===== config.mk =====
export PLATFORM = sky130hd
export DESIGN_NAME = exposure_ctrl_fsm
export DESIGN_NICKNAME = d
export VERILOG_FILES = /design/src/rtl/exposure_ctrl_fsm_pkg.sv /design/src/rtl/exposure_reg.sv /design/src/rtl/exposure_ctrl_fsm.sv
export SDC_FILE = /design/constraint.sdc
export NUM_CORES = 1
export LEC_CHECK = 0
export CAP_MARGIN = 20
export CORE_MARGIN = 1.5
export CORE_UTILIZATION = 47
export DETAILED_ROUTE_END_ITERATION = 8
export PLACE_DENSITY = 0.71
export SKIP_CTS_REPAIR_TIMING = 1
export SYNTH_ARGS = -nofsm -noshare
export SYNTH_HDL_FRONTEND = slang
export SYNTH_SLANG_ARGS = --single-unit

===== constraint.sdc =====
create_clock -name Clk -period 2.75 [get_ports Clk]
set_input_delay 0.55 -clock Clk [delete_from_list [all_inputs] [get_ports Clk]]
set_output_delay 0.55 -clock Clk [all_outputs]
set_load 0.01 [all_outputs]

===== src/rtl/exposure_ctrl_fsm_pkg.sv =====
// -----------------------------------------------------------------------------
// exposure_ctrl_fsm_pkg
// Shared types and constants for the camera exposure/readout controller:
// controller state encoding, exposure register limits, timer standby value,
// watchdog margin and readout sequence length.
// -----------------------------------------------------------------------------
package exposure_ctrl_fsm_pkg;

    // Exposure register width and limits (in clock cycles).
    localparam int EXP_W       = 5;
    localparam int EXP_MIN     = 2;
    localparam int EXP_MAX     = 30;
    localparam int EXP_DEFAULT = 16;

    // EX_time value the exposure timer treats as "standby"; a real exposure
    // must never request it.
    localparam int TIMER_STANDBY = 31;

    // Extra cycles beyond EX_time before the Ovf5 watchdog gives up.
    localparam int TMO_MARGIN = 4;
    localparam int WD_W       = $clog2(EXP_MAX + TMO_MARGIN + 1);

    // Two rows of four steps each: active, active+ADC, active, gap.
    localparam int READ_STEPS = 8;
    localparam int STEP_W     = $clog2(READ_STEPS);

    typedef enum logic [1:0] {
        IDLE,
        EXPOSE,
        READ
    } state_t;

endpackage : exposure_ctrl_fsm_pkg


===== src/rtl/exposure_reg.sv =====
// -----------------------------------------------------------------------------
// exposure_reg
// Saturating up/down register holding the exposure time. Moves by one step
// per enabled cycle; simultaneous up and down requests cancel out.
//
// Ports:
//   Clk    in   clock, rising edge
//   Reset  in   asynchronous, active-high; loads RESET_VAL
//   en     in   allow the value to change this cycle
//   inc    in   request +1 (saturates at MAX_VAL)
//   dec    in   request -1 (saturates at MIN_VAL)
//   value  out  current register value
// -----------------------------------------------------------------------------
module exposure_reg
    import exposure_ctrl_fsm_pkg::*;
#(
    parameter int WIDTH     = EXP_W,
    parameter int MIN_VAL   = EXP_MIN,
    parameter int MAX_VAL   = EXP_MAX,
    parameter int RESET_VAL = EXP_DEFAULT
) (
    input  logic             Clk,
    input  logic             Reset,
    input  logic             en,
    input  logic             inc,
    input  logic             dec,
    output logic [WIDTH-1:0] value
);

    // NOTE: state is updated with non-blocking assignments only, so every
    // register samples the pre-edge values of all others regardless of
    // statement or process ordering.
    always_ff @(posedge Clk or posedge Reset) begin
        if (Reset) begin
            value <= WIDTH'(RESET_VAL);
        end else if (en) begin
            if (inc && !dec && (value < WIDTH'(MAX_VAL))) begin
                value <= value + 1'b1;
            end else if (dec && !inc && (value > WIDTH'(MIN_VAL))) begin
                value <= value - 1'b1;
            end
        end
    end

endmodule : exposure_reg


===== src/rtl/exposure_ctrl_fsm.sv =====
// -----------------------------------------------------------------------------
// exposure_ctrl_fsm
// Camera exposure/readout controller. While idle the exposure time can be
// trimmed with the buttons; Init starts the exposure timer, holds Expose until
// the timer's Ovf5 pulse (or a watchdog expiry), then runs a fixed two-row
// readout sequence. All outputs are registered (Moore).
//
// Ports:
//   Clk           in   clock, rising edge
//   Reset         in   asynchronous, active-high
//   Init          in   start an exposure (honoured in IDLE only)
//   Exp_increase  in   +1 exposure per cycle while idle
//   Exp_decrease  in   -1 exposure per cycle while idle
//   Ovf5          in   timer done pulse (honoured in EXPOSE only)
//   Start         out  one-cycle timer start pulse
//   EX_time       out  exposure end count to the timer
//   Expose        out  pixel exposure enable
//   Erase         out  pixel erase, high while idle
//   NRE_1         out  row 1 readout enable, active-low
//   NRE_2         out  row 2 readout enable, active-low
//   ADC           out  ADC sample strobe
//   Timeout       out  sticky: last exposure ended by the watchdog
// -----------------------------------------------------------------------------
module exposure_ctrl_fsm
    import exposure_ctrl_fsm_pkg::*;
(
    input  logic             Clk,
    input  logic             Reset,
    input  logic             Init,
    input  logic             Exp_increase,
    input  logic             Exp_decrease,
    input  logic             Ovf5,
    output logic             Start,
    output logic [EXP_W-1:0] EX_time,
    output logic             Expose,
    output logic             Erase,
    output logic             NRE_1,
    output logic             NRE_2,
    output logic             ADC,
    output logic             Timeout
);

    state_t            state_q, state_d;
    logic [STEP_W-1:0] step_q, step_d;
    logic [WD_W-1:0]   wd_q, wd_d;
    logic              timeout_d;
    logic              start_d, expose_d, erase_d, nre1_d, nre2_d, adc_d;
    logic              exp_en;

    // Buttons only act while idle, and Init takes priority over them.
    assign exp_en = (state_q == IDLE) && !Init;

    // Upper limit is kept clear of the timer's standby code.
    exposure_reg #(
        .WIDTH     (EXP_W),
        .MIN_VAL   (EXP_MIN),
        .MAX_VAL   ((EXP_MAX < TIMER_STANDBY) ? EXP_MAX : TIMER_STANDBY - 1),
        .RESET_VAL (EXP_DEFAULT)
    ) u_exposure_reg (
        .Clk   (Clk),
        .Reset (Reset),
        .en    (exp_en),
        .inc   (Exp_increase),
        .dec   (Exp_decrease),
        .value (EX_time)
    );

    // State, counters and registered outputs.
    always_ff @(posedge Clk or posedge Reset) begin
        if (Reset) begin
            state_q <= IDLE;
            step_q  <= '0;
            wd_q    <= '0;
            Timeout <= 1'b0;
            Start   <= 1'b0;
            Expose  <= 1'b0;
            Erase   <= 1'b1;
            NRE_1   <= 1'b1;
            NRE_2   <= 1'b1;
            ADC     <= 1'b0;
        end else begin
            state_q <= state_d;
            step_q  <= step_d;
            wd_q    <= wd_d;
            Timeout <= timeout_d;
            Start   <= start_d;
            Expose  <= expose_d;
            Erase   <= erase_d;
            NRE_1   <= nre1_d;
            NRE_2   <= nre2_d;
            ADC     <= adc_d;
        end
    end

    // Next-state, watchdog and step counter.
    always_comb begin
        // NOTE: every combinational output gets a default before the case so
        // no path leaves it unassigned, which would infer a latch.
        state_d   = state_q;
        step_d    = step_q;
        wd_d      = wd_q;
        timeout_d = Timeout;

        unique case (state_q)
            IDLE: begin
                if (Init) begin
                    state_d   = EXPOSE;
                    step_d    = '0;
                    timeout_d = 1'b0;
                    wd_d      = WD_W'(EX_time) + WD_W'(TMO_MARGIN);
                end
            end

            EXPOSE: begin
                wd_d = (wd_q != '0) ? wd_q - 1'b1 : '0;
                // Ovf5 is checked first so a coincident watchdog expiry is
                // not reported as a timeout.
                if (Ovf5) begin
                    state_d = READ;
                    step_d  = '0;
                end else if (wd_q <= WD_W'(1)) begin
                    state_d   = READ;
                    step_d    = '0;
                    timeout_d = 1'b1;
                end
            end

            READ: begin
                if (step_q == STEP_W'(READ_STEPS - 1)) begin
                    state_d = IDLE;
                    step_d  = '0;
                end else begin
                    step_d = step_q + 1'b1;
                end
            end

            default: begin
                state_d = IDLE;
                step_d  = '0;
            end
        endcase
    end

    // Output decode from the upcoming state so the registered outputs line up
    // with the state they describe.
    always_comb begin
        start_d  = (state_q == IDLE) && (state_d == EXPOSE);
        expose_d = (state_d == EXPOSE);
        erase_d  = (state_d == IDLE);
        nre1_d   = 1'b1;
        nre2_d   = 1'b1;
        adc_d    = 1'b0;
        // Step bit 2 selects the row, bits 1:0 the phase; phase 3 is the gap.
        if ((state_d == READ) && (step_d[1:0] != 2'd3)) begin
            if (step_d[2]) begin
                nre2_d = 1'b0;
            end else begin
                nre1_d = 1'b0;
            end
            adc_d = (step_d[1:0] == 2'd1);
        end
    end

endmodule : exposure_ctrl_fsm


# After elaboration in Yosys (flattened, before gate mapping)
# Cells that the tools add are included.
# totals
word_cells	71
out_inout_bits	12
inputBits	6
register_bits	23
# op_classes
n_reduce_logical	18
n_mux	24
n_lt_le_gt_ge	3
n_eq_ne	10
n_addsub	5
# ops
cell	count
3-bit two-way mux	4
6-bit two-way mux	2
6-bit one-hot mux with 2 select lines	1
5-bit two-way mux	2
3-bit one-hot mux with 3 select lines	1
1-bit two-way mux	8
2-bit two-way mux	4
2-bit != test, second input constant	4
1-bit logical AND	7
5-bit by 3-bit adder with 6-bit output, second input constant	1
2-bit by 1-bit equality test with 1-bit output, second input constant	3
6-bit by 1-bit <= comparator with 1-bit output, second input constant	1
2-bit one-hot mux with 3 select lines	1
6-bit nonzero test	1
6-bit by 1-bit subtractor with 6-bit output, second input constant	1
5-bit by 1-bit adder with 5-bit output, second input constant	1
5-bit by 2-bit greater-than comparator with 1-bit output, second input constant	1
5-bit < comparator, second input constant	1
5-bit by 1-bit subtractor with 5-bit output, second input constant	1
2-bit equality test, second input constant	2
2-bit logical NOT	2
2-bit AND reduction	2
4-bit AND reduction	1
2-bit nonzero test	2
4 further kinds	6

# Depth between registers and ports, before layout
# Gate-level depths: netlist of the first run.
# depth
ltp_word	7
ltp_mapped	8
depth_no_buf	8

# Cells and area by module
# From an unflattened synthesis of the first run, not the netlist that was laid out.
# hier_totals
hier_cells	146
area_unflattened_um2	1445.1
# modules_own_cells
mod	n_inst	area_per_inst_um2	cells_each
exposure_ctrl_fsm	1	1057.3	110
exposure_reg	1	387.9	36

# Least setup slack after synthesis of the first run
# OpenSTA, ideal clock, no wires.
# synth_timing
kind	input port to flip-flop
start	input port Exp_decrease
end	register u_exposure_reg.value[4]
setup_slack_ps	757
setup_ps	83
arrival_ps	1910
n_path_buf	0
t_required_ps	2667
path_stages	7
path_cell_list	nand3b_1 > fa_1 > a21o_1 > a21oi_1 > xor2_1 > nor2_1 > xor2_1
# synth_via
elab_chain_len	5
word_cells_on_any_way	8
# synth_lines
element	line_no	source
start, declared	exposure_ctrl_fsm.sv:31	input logic Exp_decrease,
1-bit logical NOT	exposure_reg.sv:37	if (inc && !dec && (value < WIDTH'(MAX_VAL))) begin
1-bit logical AND (2 in series)	exposure_reg.sv:37	
2-bit nonzero test (no source line)	-	
2-bit AND reduction (no source line)	-	
end signal, assigned	exposure_reg.sv:35	value <= WIDTH'(RESET_VAL);
end signal, assigned	exposure_reg.sv:38	value <= value + 1'b1;
end signal, assigned	exposure_reg.sv:40	value <= value - 1'b1;
end, declared	exposure_reg.sv:27	output logic [WIDTH-1:0] value
# Several ways; a longest one is shown, not always the timed one.
# A chain may end at the register's enable or synchronous reset.

# Worst setup path in the final report of the first run
# Ends and elaborated chain as after synthesis.

==> results_dict.tcl, run 1 <==
set metrics [dict create \
    outcome "finished clean" \
    finalCritPeriodShare 0.7977 \
    netlist-cell-type-count 44 \
    antenna_found_initial 0 \
    crit_arrival_ps 2460 \
    core_um2 2522 \
    crit_path_frequent_cell "xor2_1" \
    syn2layout_area_growth_pct 17.43 \
    path_max_fanout 6 \
    via_count 1039 \
    clock_sinks 23 \
    synth_top_area_frac 0.3700 \
    power_mw 1.685 \
    htreeDepth 1 \
    syn_avg_cell_area_um2 9.961 \
    grt_pass1_wl_um 4823 \
    ys_seq_elements 23 \
    clk-insertion-delay-late_ps 320 \
    dieArea_um2 3056 \
    ant_nets 0 \
    drc_errors 0 \
    wl_per_cell_um 14.85 \
    path_class "in -> reg" \
    grt_max_degree 24 \
    firstDrtPassIters 4 \
    startpoint_type "input port" \
    async_flop_share 1.000 \
    fin_tns_setup_ps 0 \
    cts_tree "yes" \
    yosysSeqAreaShare 0.4518 \
    hpwl_um 1937 \
    tightest_slew_ps 761.6 \
    wirelength_um 2628 \
    setup_viol 0 \
    ios 18 \
    syn-num-nets 144 \
    row_count 18 \
    fp.dieH_um 55.29 \
    crit_chain "clkdlybuf4s50_1, nand3b_1, fa_1, a21o_1, a21oi_1, xor2_1, nor2_1, xor2_1" \
    io_buffers 17 \
    drt-initial-drc-count 17 \
    required_ps 3020 \
    layout_setup_ws_ps 556.4 \
    yosys_warnings 0 \
    vias_per_cell 5.870 \
    synth_area_leaders "dfrtp_1, dfstp_2, ha_1, o21ai_0, a21oi_1" \
    powerDensity_nw_per_um2 1116 \
    critical_path.slowest_cell "fa_1" \
    root_buffer "clkbuf_4" \
    ir_drop_mv 0.6177 \
    worst-r2r-cell-count 8 \
    fin_nets 163 \
    relSlewSlack 0.4912 \
    final_core_util 0.5982 \
    synth_cells 129 \
    setup.worst_path.end_class "register" \
    grt_pass1_vias 1059 \
    clockBufferDepth 2 \
    cap_violations 0 \
    synth_area_leader_cell "dfrtp_1" \
    place_ws_ps 206.7 \
    drv_slew 0 \
    r2r_start "u_exposure_reg.value[2]" \
    n_antenna_cell 0 \
    clkTransAtPathRegs_ps 130 \
    drive_gt1_frac 0.1020 \
    die_width_um 55.29 \
    r2r_setup_slack_ps 650 \
    hold_viol 0 \
    hp-class "in -> async" \
    cpPeakStageDelay_ps 490 \
    max_freq_mhz 455.9 \
    grt_usage 0.1990 \
    period_needed_ps 2194 \
    skew_ps 5.714 \
    fillers 231 \
    r2r-end "u_exposure_reg.value[4]" \
    cts_buffers 3 \
    synth.cell_area_um2 1285 \
    synth_edf_count 0 \
    initial_core_util 0.5094 \
    p_leak_nw 0.6686 \
    synthFlopType "dfrtp_1" \
    rsz0062_at_grt "no" \
    place.gp.congestion 0.8193 \
    grt_overflow 0 \
]
==> report_power, final <==
part | total, mW | switching (mW) | leakage, nW | internal (mW)
sequential | 0.683 | 0.189 | 0.282 | 0.494
combinational | 0.841 | 0.425 | 0.372 | 0.416
clock | 0.161 | 0.104 | 0.0150 | 0.0569
total | 1.68 | 0.718 | 0.669 | 0.967
==> worst max-delay path, delay by kind of cell <==
kind            cells  cell delay [ps]
simple gates        2              380
buf+inv             1              400
fa+ha+maj           1              490
xor+xnor            2              300
compound gates      2              340
==> placed cells by master (no fill, tap or decap), types with 3 or more instances in the layout <==
cell type,Yosys,layout
nand2_1,5,5
nand2b_1,3,3
inv_1,8,8
clkbuf_4,0,3
ha_1,8,8
a21oi_1,10,10
o21ai_0,14,14
dfstp_2,4,4
xnor2_1,3,3
xor2_1,3,3
a21o_1,3,3
clkdlybuf4s50_1,0,17
nor2_1,11,11
dfrtp_1,19,19
==> state kept, by name (all words and copies together), names as in the netlist <==
register,cells
NRE_2,1
Timeout,1
Expose,1
Start,1
wd_q,6
state_q,2
step_q,3
Erase,1
ADC,1
NRE_1,1
u_exposure_reg.value,5
==> metrics by stage <==
stage                     hold slack (ps)  cell area [µm²]  cells
final                               539.0             1509    177
after CTS                           546.7             1509    177
after detailed placement            530.1             1483    173
after global routing                589.0             1509    177
after floorplan                     484.9             1285    129
after global placement              517.6             1483    173
==> cell type report <==
cell class                 instances  area (µm²)  share of cell area
inverter                           9       33.78             0.02239
multi-input combinational         93       653.1              0.4328
timing repair buffer              18       177.7              0.1177
sequential                        23       580.6              0.3847
clock buffer                       4       26.28             0.01741
tap                               30       37.54             0.02488
==> worst max path at each step <==
| stage | from | endpoint | slack [ps] | depth (start not counted) |
|---|---|---|---|---|
| 2_1_floorplan | Exp_decrease | u_exposure_reg.value[4] | 760 | 7 |
| 3_3_place_gp | Exp_decrease | u_exposure_reg.value[4] | 290 | 8 |
| 3_5_place_dp | Exp_decrease | u_exposure_reg.value[4] | 210 | 8 |
| 4_1_cts | Exp_decrease | u_exposure_reg.value[4] | 560 | 8 |
| 5_1_grt | Exp_decrease | u_exposure_reg.value[4] | 450 | 8 |
| 6_report | Exp_decrease | u_exposure_reg.value[4] | 560 | 8 |
==> cell families (layout without fill, tap and decap cells) <==
kind of cell,Yosys count,after routing,share of synthesized area
AOI/OAI and AO/OA,43,43,0.2171
xor gates and xnor gates,6,6,0.04090
adders and majority gates,9,9,0.09348
buffers and inverters,13,31,0.03992
DFF,23,23,0.4518
muxes,1,1,0.008763
and+or+nand+nor,34,34,0.1480
==> cell usage after synthesis, types with 3 or more instances <==
library cell,n
a21o_1,3
a21oi_1,10
dfrtp_1,19
dfstp_2,4
ha_1,8
inv_1,8
nand2_1,5
nand2b_1,3
nor2_1,11
o21ai_0,14
xnor2_1,3
xor2_1,3
==> layer usage <==
metal | vias to the layer above | global-route usage | routed length [µm]
li1 | 505 | - | -
met5 | - | 0 | 0
met4 | 0 | 0.1045 | 74
met1 | 501 | 0.2603 | 1187
met3 | 6 | 0.02576 | 82
met2 | 27 | 0.3214 | 1284
(Power assumes the default switching activity.)
==> run 2: changes to the inputs <==
PLACE_DENSITY = 0.74   (was 0.71)
clock period = 1.8 ns   (was 2.75 ns; I/O delays follow)
==> run 2 against run 1 <==
Against the previous run:
- the run now ends with setup timing left
- hold slack got worse by 170 ps
- wire length rose by 19%
- sequential power rose by 31%
- via count rose by 11%
- critical endpoint unchanged
==> results_dict.tcl, run 2 (synthesized netlist as in run 1, its figures left out) <==
set metrics [dict create \
    outcome "finished with violations" \
    violations "setup timing" \
    r2r-end "u_exposure_reg.value[4]" \
    fillers 203 \
    largest_reg_flops 6 \
    wl_met3_um 69 \
    worstSetupStartpoint "Exp_increase" \
    finalCritPeriodShare 1.056 \
    place.gp.congestion 0.9193 \
    via_count 1157 \
    layout_setup_ws_ps -100.9 \
    wirelength_um 3136 \
    cts_buffers 3 \
    crit_family "buffers and inverters" \
    clockBufferDepth 2 \
    r2r_setup_slack_ps -90 \
    root_buffer "clkbuf_4" \
    cts_tree "yes" \
    cap_violations 0 \
    cp_num_buf_inv 2 \
    rsz0062_at_grt "yes" \
    p_leak_nw 0.8672 \
    fin_nets 194 \
    setup.worst_path.end_class "register" \
    hpwl_um 2174 \
    n_antenna_cell 0 \
    tightest_slew_ps 451.6 \
    grt_overflow 0 \
    register_area_um2 583.1 \
    crit_arrival_ps 2150 \
    hp-class "in -> async" \
    clock_sinks 23 \
    r2r_start "u_exposure_reg.value[4]" \
    dr_wl_met2_um 1618 \
    max_freq_mhz 526.1 \
    row_count 18 \
    regMostFlops "wd_q" \
    wl_per_cell_um 15.08 \
    ir_drop_mv 1.099 \
    layout_commonest_cell "buf_4" \
    crit_path_frequent_cell "xor2_1" \
    io_buffers 17 \
    layout_common_cells "buf_4, dfrtp_1, o21ai_0" \
    die_width_um 55.29 \
    top_regs "wd_q x6, u_exposure_reg.value x5, step_q x3" \
    cpPeakStageDelay_ps 480 \
    fin_cells 208 \
    path_class "in -> reg" \
    period_needed_ps 1901 \
    drt-initial-drc-count 11 \
    powerDensity_nw_per_um2 1710 \
    startpoint_type "input port" \
    setup_viol 2 \
    path_max_fanout 2 \
    vias_per_cell 5.563 \
    firstDrtPassIters 4 \
    required_ps 2050 \
    antenna_found_initial 0 \
    ios 18 \
    clkTransAtPathRegs_ps 130 \
    fp.dieH_um 55.29 \
    grt_max_degree 24 \
    clk-insertion-delay-late_ps 310 \
    wl_met1_um 1356 \
    crit_chain "clkdlybuf4s50_1, nand3b_1, buf_4, fa_2, a21o_1, a21oi_2, xor2_1, nor2_1, xor2_1" \
    grt_pass1_wl_um 5161 \
    hold_viol 0 \
    dp_cells 197 \
    initial_core_util 0.5094 \
    drive_gt1_frac 0.3202 \
    skew_ps 9.067 \
    holdWs_ps 366.9 \
    worst-r2r-cell-count 9 \
    grt_usage 0.2073 \
    dieArea_um2 3056 \
    relSlewSlack 0.6962 \
    ant_nets 0 \
    drv_slew 0 \
    grt_pass1_vias 1173 \
    critical_path.slowest_cell "clkdlybuf4s50_1" \
    htreeDepth 1 \
    core_um2 2522 \
    multiInputGateArea_um2 694.4 \
    drc_errors 0 \
    syn2layout_area_growth_pct 40.12 \
    route.top_layer_used "met4" \
]
run 2: cell types whose count changed in the layout (fill, tap and decap cells not counted), moves of 2 or more:
cell             delta
clkdlybuf4s50_1     -4
a21oi_1             -3
dfrtp_2             +2
buf_4              +30
a21oi_2             +3
dfrtp_1             -2
dlymetal6s2s_1      +4
run 2: tightest hold or removal path, cell delays in order:
cell	delay, ps
clkdlybuf4s50_1	390
inv_1	50
buf_4	280
run 2: how the worst max path moves through the flow:
stage	endpoint	slack, ps	cells past startpoint
floorplan	u_exposure_reg.value[4]	-150	8
global placement	u_exposure_reg.value[4]	-310	9
detailed placement	u_exposure_reg.value[3]	-390	8
CTS	u_exposure_reg.value[3]	-140	8
global route	u_exposure_reg.value[4]	-200	9
finish	u_exposure_reg.value[4]	-100	9
run 2: where the power goes:
| group | total [mW] | leakage, nW | switching, mW | internal (mW) |
|---|---|---|---|---|
| logic | 1.95 | 0.570 | 0.959 | 0.986 |
| clock network | 0.237 | 0.0177 | 0.154 | 0.0830 |
| registers | 0.896 | 0.280 | 0.137 | 0.759 |
| total | 3.08 | 0.867 | 1.25 | 1.83 |
run 2: area by class of cell:
class	count	share of cell area
Clock inverter	1	0.002780
Multi-Input combinational cell	93	0.3857
Tap cell	30	0.02085
Clock buffer	3	0.01251
Inverter	9	0.01876
Sequential cell	23	0.3238
Timing Repair Buffer	49	0.2356
run 2: per-layer routing:
layer | vias to the layer above | GRT usage
met5 | - | 0
met1 | 560 | 0.2609
met4 | 0 | 0.08362
met2 | 23 | 0.3588
li1 | 565 | -
met3 | 9 | 0.02576
run 2: per-stage QoR:
| stage | util | power [mW] | cell area [µm²] | setup TNS, ps | setup WS (ps) |
|---|---|---|---|---|---|
| after floorplan | - | 1.899 | 1301 | -237.5 | -152.8 |
| after CTS | 0.6766 | 2.908 | 1707 | -488.4 | -142.5 |
| after detailed placement | 0.6657 | 2.657 | 1679 | -1331 | -388.1 |
| after global placement | 0.6657 | 2.587 | 1679 | -1111 | -309.4 |
| final | 0.7138 | 3.078 | 1800 | -187.0 | -100.9 |
| after global routing | 0.7138 | 3.337 | 1800 | -653.6 | -201.0 |
==> run 3: changes to the inputs <==
PLACE_DENSITY = 0.71   (was 0.74)
clock period = 2.03 ns   (was 1.8 ns; I/O delays follow)
==> run 3 against run 2 <==
Against the previous run:
- first-iteration DRC count stayed put
- the flow now finishes without violations
- clock power is 11% lower
- core utilization is 6.9 points lower
==> results_dict.tcl, run 3 (synthesized netlist as in run 1, its figures left out) <==
set metrics [dict create \
    fin_nets 178 \
    regMostFlops "wd_q" \
    drv_slew 0 \
    rsz0062_at_grt "no" \
    worst-r2r-cell-count 5 \
    core_um2 2522 \
    layout_commonest_cell "dfrtp_1" \
    layout_common_cells "dfrtp_1, clkdlybuf4s50_1, buf_4" \
    firstDrtPassIters 4 \
    wirelength_um 2718 \
    grt_usage 0.1957 \
    grt_pass1_wl_um 4761 \
    n_antenna_cell 0 \
    share_comb_of_total_power 0.572 \
    io_buffers 17 \
    hpwl_um 2076 \
    top_regs "wd_q x6, u_exposure_reg.value x5, step_q x3" \
    pwr-share-clk 0.086 \
    clk-insertion-delay-late_ps 310 \
    grt_pass1_vias 1121 \
    final_core_util 0.6443 \
    hp-class "in -> async" \
    htreeDepth 1 \
    finalCritPeriodShare 0.9551 \
    path_class "reg -> out" \
    p_leak_nw 0.7410 \
    r2r_start "u_exposure_reg.value[1]" \
    grt_max_degree 24 \
    power_mw 2.464 \
    dieArea_um2 3056 \
    crit_arrival_ps 1530 \
    setup.worst_path.end_class "output port" \
    tightest_slew_ps 469.5 \
    ant_nets 0 \
    cts_tree "yes" \
    ir_drop_mv 0.8985 \
    wl_per_cell_um 14.16 \
    root_buffer "clkbuf_4" \
    vias_per_cell 5.708 \
    powerDensity_nw_per_um2 1516 \
    die_width_um 55.29 \
    grt_overflow 0 \
    p_seq_frac 0.343 \
    syn2layout_area_growth_pct 26.49 \
    sw_frac_of_total 0.4100 \
    antenna_found_initial 0 \
    period_needed_ps 1939 \
    switchingPower_mw 1.010 \
    cap_violations 0 \
    initial_core_util 0.5094 \
    fillers 227 \
    r2r-end "u_exposure_reg.value[1]" \
    max_freq_mhz 515.7 \
    drive_gt1_frac 0.1914 \
    setup_viol 0 \
    clkTransAtPathRegs_ps 120 \
    worstSetupStartpoint "u_exposure_reg.value[4]" \
    ios 18 \
    fin_tns_setup_ps 0 \
    critPathCapture "EX_time[4]" \
    relSlewSlack 0.6841 \
    clockBufferDepth 2 \
    path_max_fanout 5 \
    drc_errors 0 \
    cts_buffers 3 \
    hold_viol 0 \
    via_count 1096 \
    clock_sinks 23 \
    skew_ps 6.800 \
    r2r_setup_slack_ps 120 \
    place.gp.congestion 0.8254 \
    largest_reg_flops 6 \
    required_ps 1620 \
    drt-initial-drc-count 11 \
    outcome "finished clean" \
    startpoint_type "register" \
    fp.dieH_um 55.29 \
    internal_power_mw 1.454 \
    row_count 18 \
]
==> run 3: cell count changes in the layout (fill, tap and decap cells not counted), moves of 2 or more <==
cell	previous run	this run
dfrtp_1	17	19
dlymetal6s2s_1	4	0
a21oi_2	3	0
a21oi_1	7	10
dfrtp_2	2	0
clkdlybuf4s50_1	13	17
buf_4	31	16
==> run 3: layout make-up <==
class / instances / area (µm²) / area share
well taps: 30 / 37.54 / 0.02309
flip-flops and latches: 23 / 580.6 / 0.3572
repair buffers: 33 / 290.3 / 0.1786
inverters: 9 / 33.78 / 0.02079
clock buffers: 4 / 26.28 / 0.01617
multi-input cells: 93 / 656.9 / 0.4042
==> run 3: how the worst min path moves through the flow <==
stage / end / slack [ps] / cells past startpoint
2_1_floorplan: ADC / 400 / 1
3_3_place_gp: step_q[0] / 510 / 1
3_5_place_dp: step_q[0] / 530 / 1
4_1_cts: step_q[1] / 430 / 3
5_1_grt: wd_q[4] / 450 / 3
6_report: u_exposure_reg.value[2] / 420 / 3
==> run 3: worst max-delay path: stages, from the launching register on <==
cell and delay [ps]:
dfstp_2 550, buf_4 140, clkdlybuf4s50_1 530
==> run 3: per-layer routing <==
metal / share of wire / vias up / track usage / routed length, µm
met5: 0 / - / 0 / 0
met4: 0.021 / 0 / 0.09408 / 57
met3: 0.033 / 5 / 0.01639 / 90
met2: 0.49 / 27 / 0.3418 / 1335
met1: 0.45 / 534 / 0.2424 / 1233
li1: - / 530 / - / -
==> run 3: power groups by stage <==
stage	clock network, mW	logic (mW)	registers (mW)
5_1_grt	0.235	1.57	0.879
3_5_place_dp	0	1.38	0.852
6_report	0.211	1.41	0.844
3_3_place_gp	0	1.34	0.844
2_1_floorplan	0	0.775	0.889
4_1_cts	0.217	1.40	0.842
==> run 3: stage by stage <==
| stage | cell area, µm² | hold WS, ps | std cells | setup WS [ps] |
|---|---|---|---|---|
| 2_1_floorplan | 1285 | 405.0 | 129 | 65.71 |
| 3_3_place_gp | 1595 | 511.8 | 188 | -172.6 |
| 3_5_place_dp | 1595 | 526.5 | 188 | -247.7 |
| 4_1_cts | 1622 | 429.8 | 192 | 51.28 |
| 5_1_grt | 1625 | 454.0 | 192 | 1.330 |
| 6_report | 1625 | 424.2 | 192 | 91.06 |
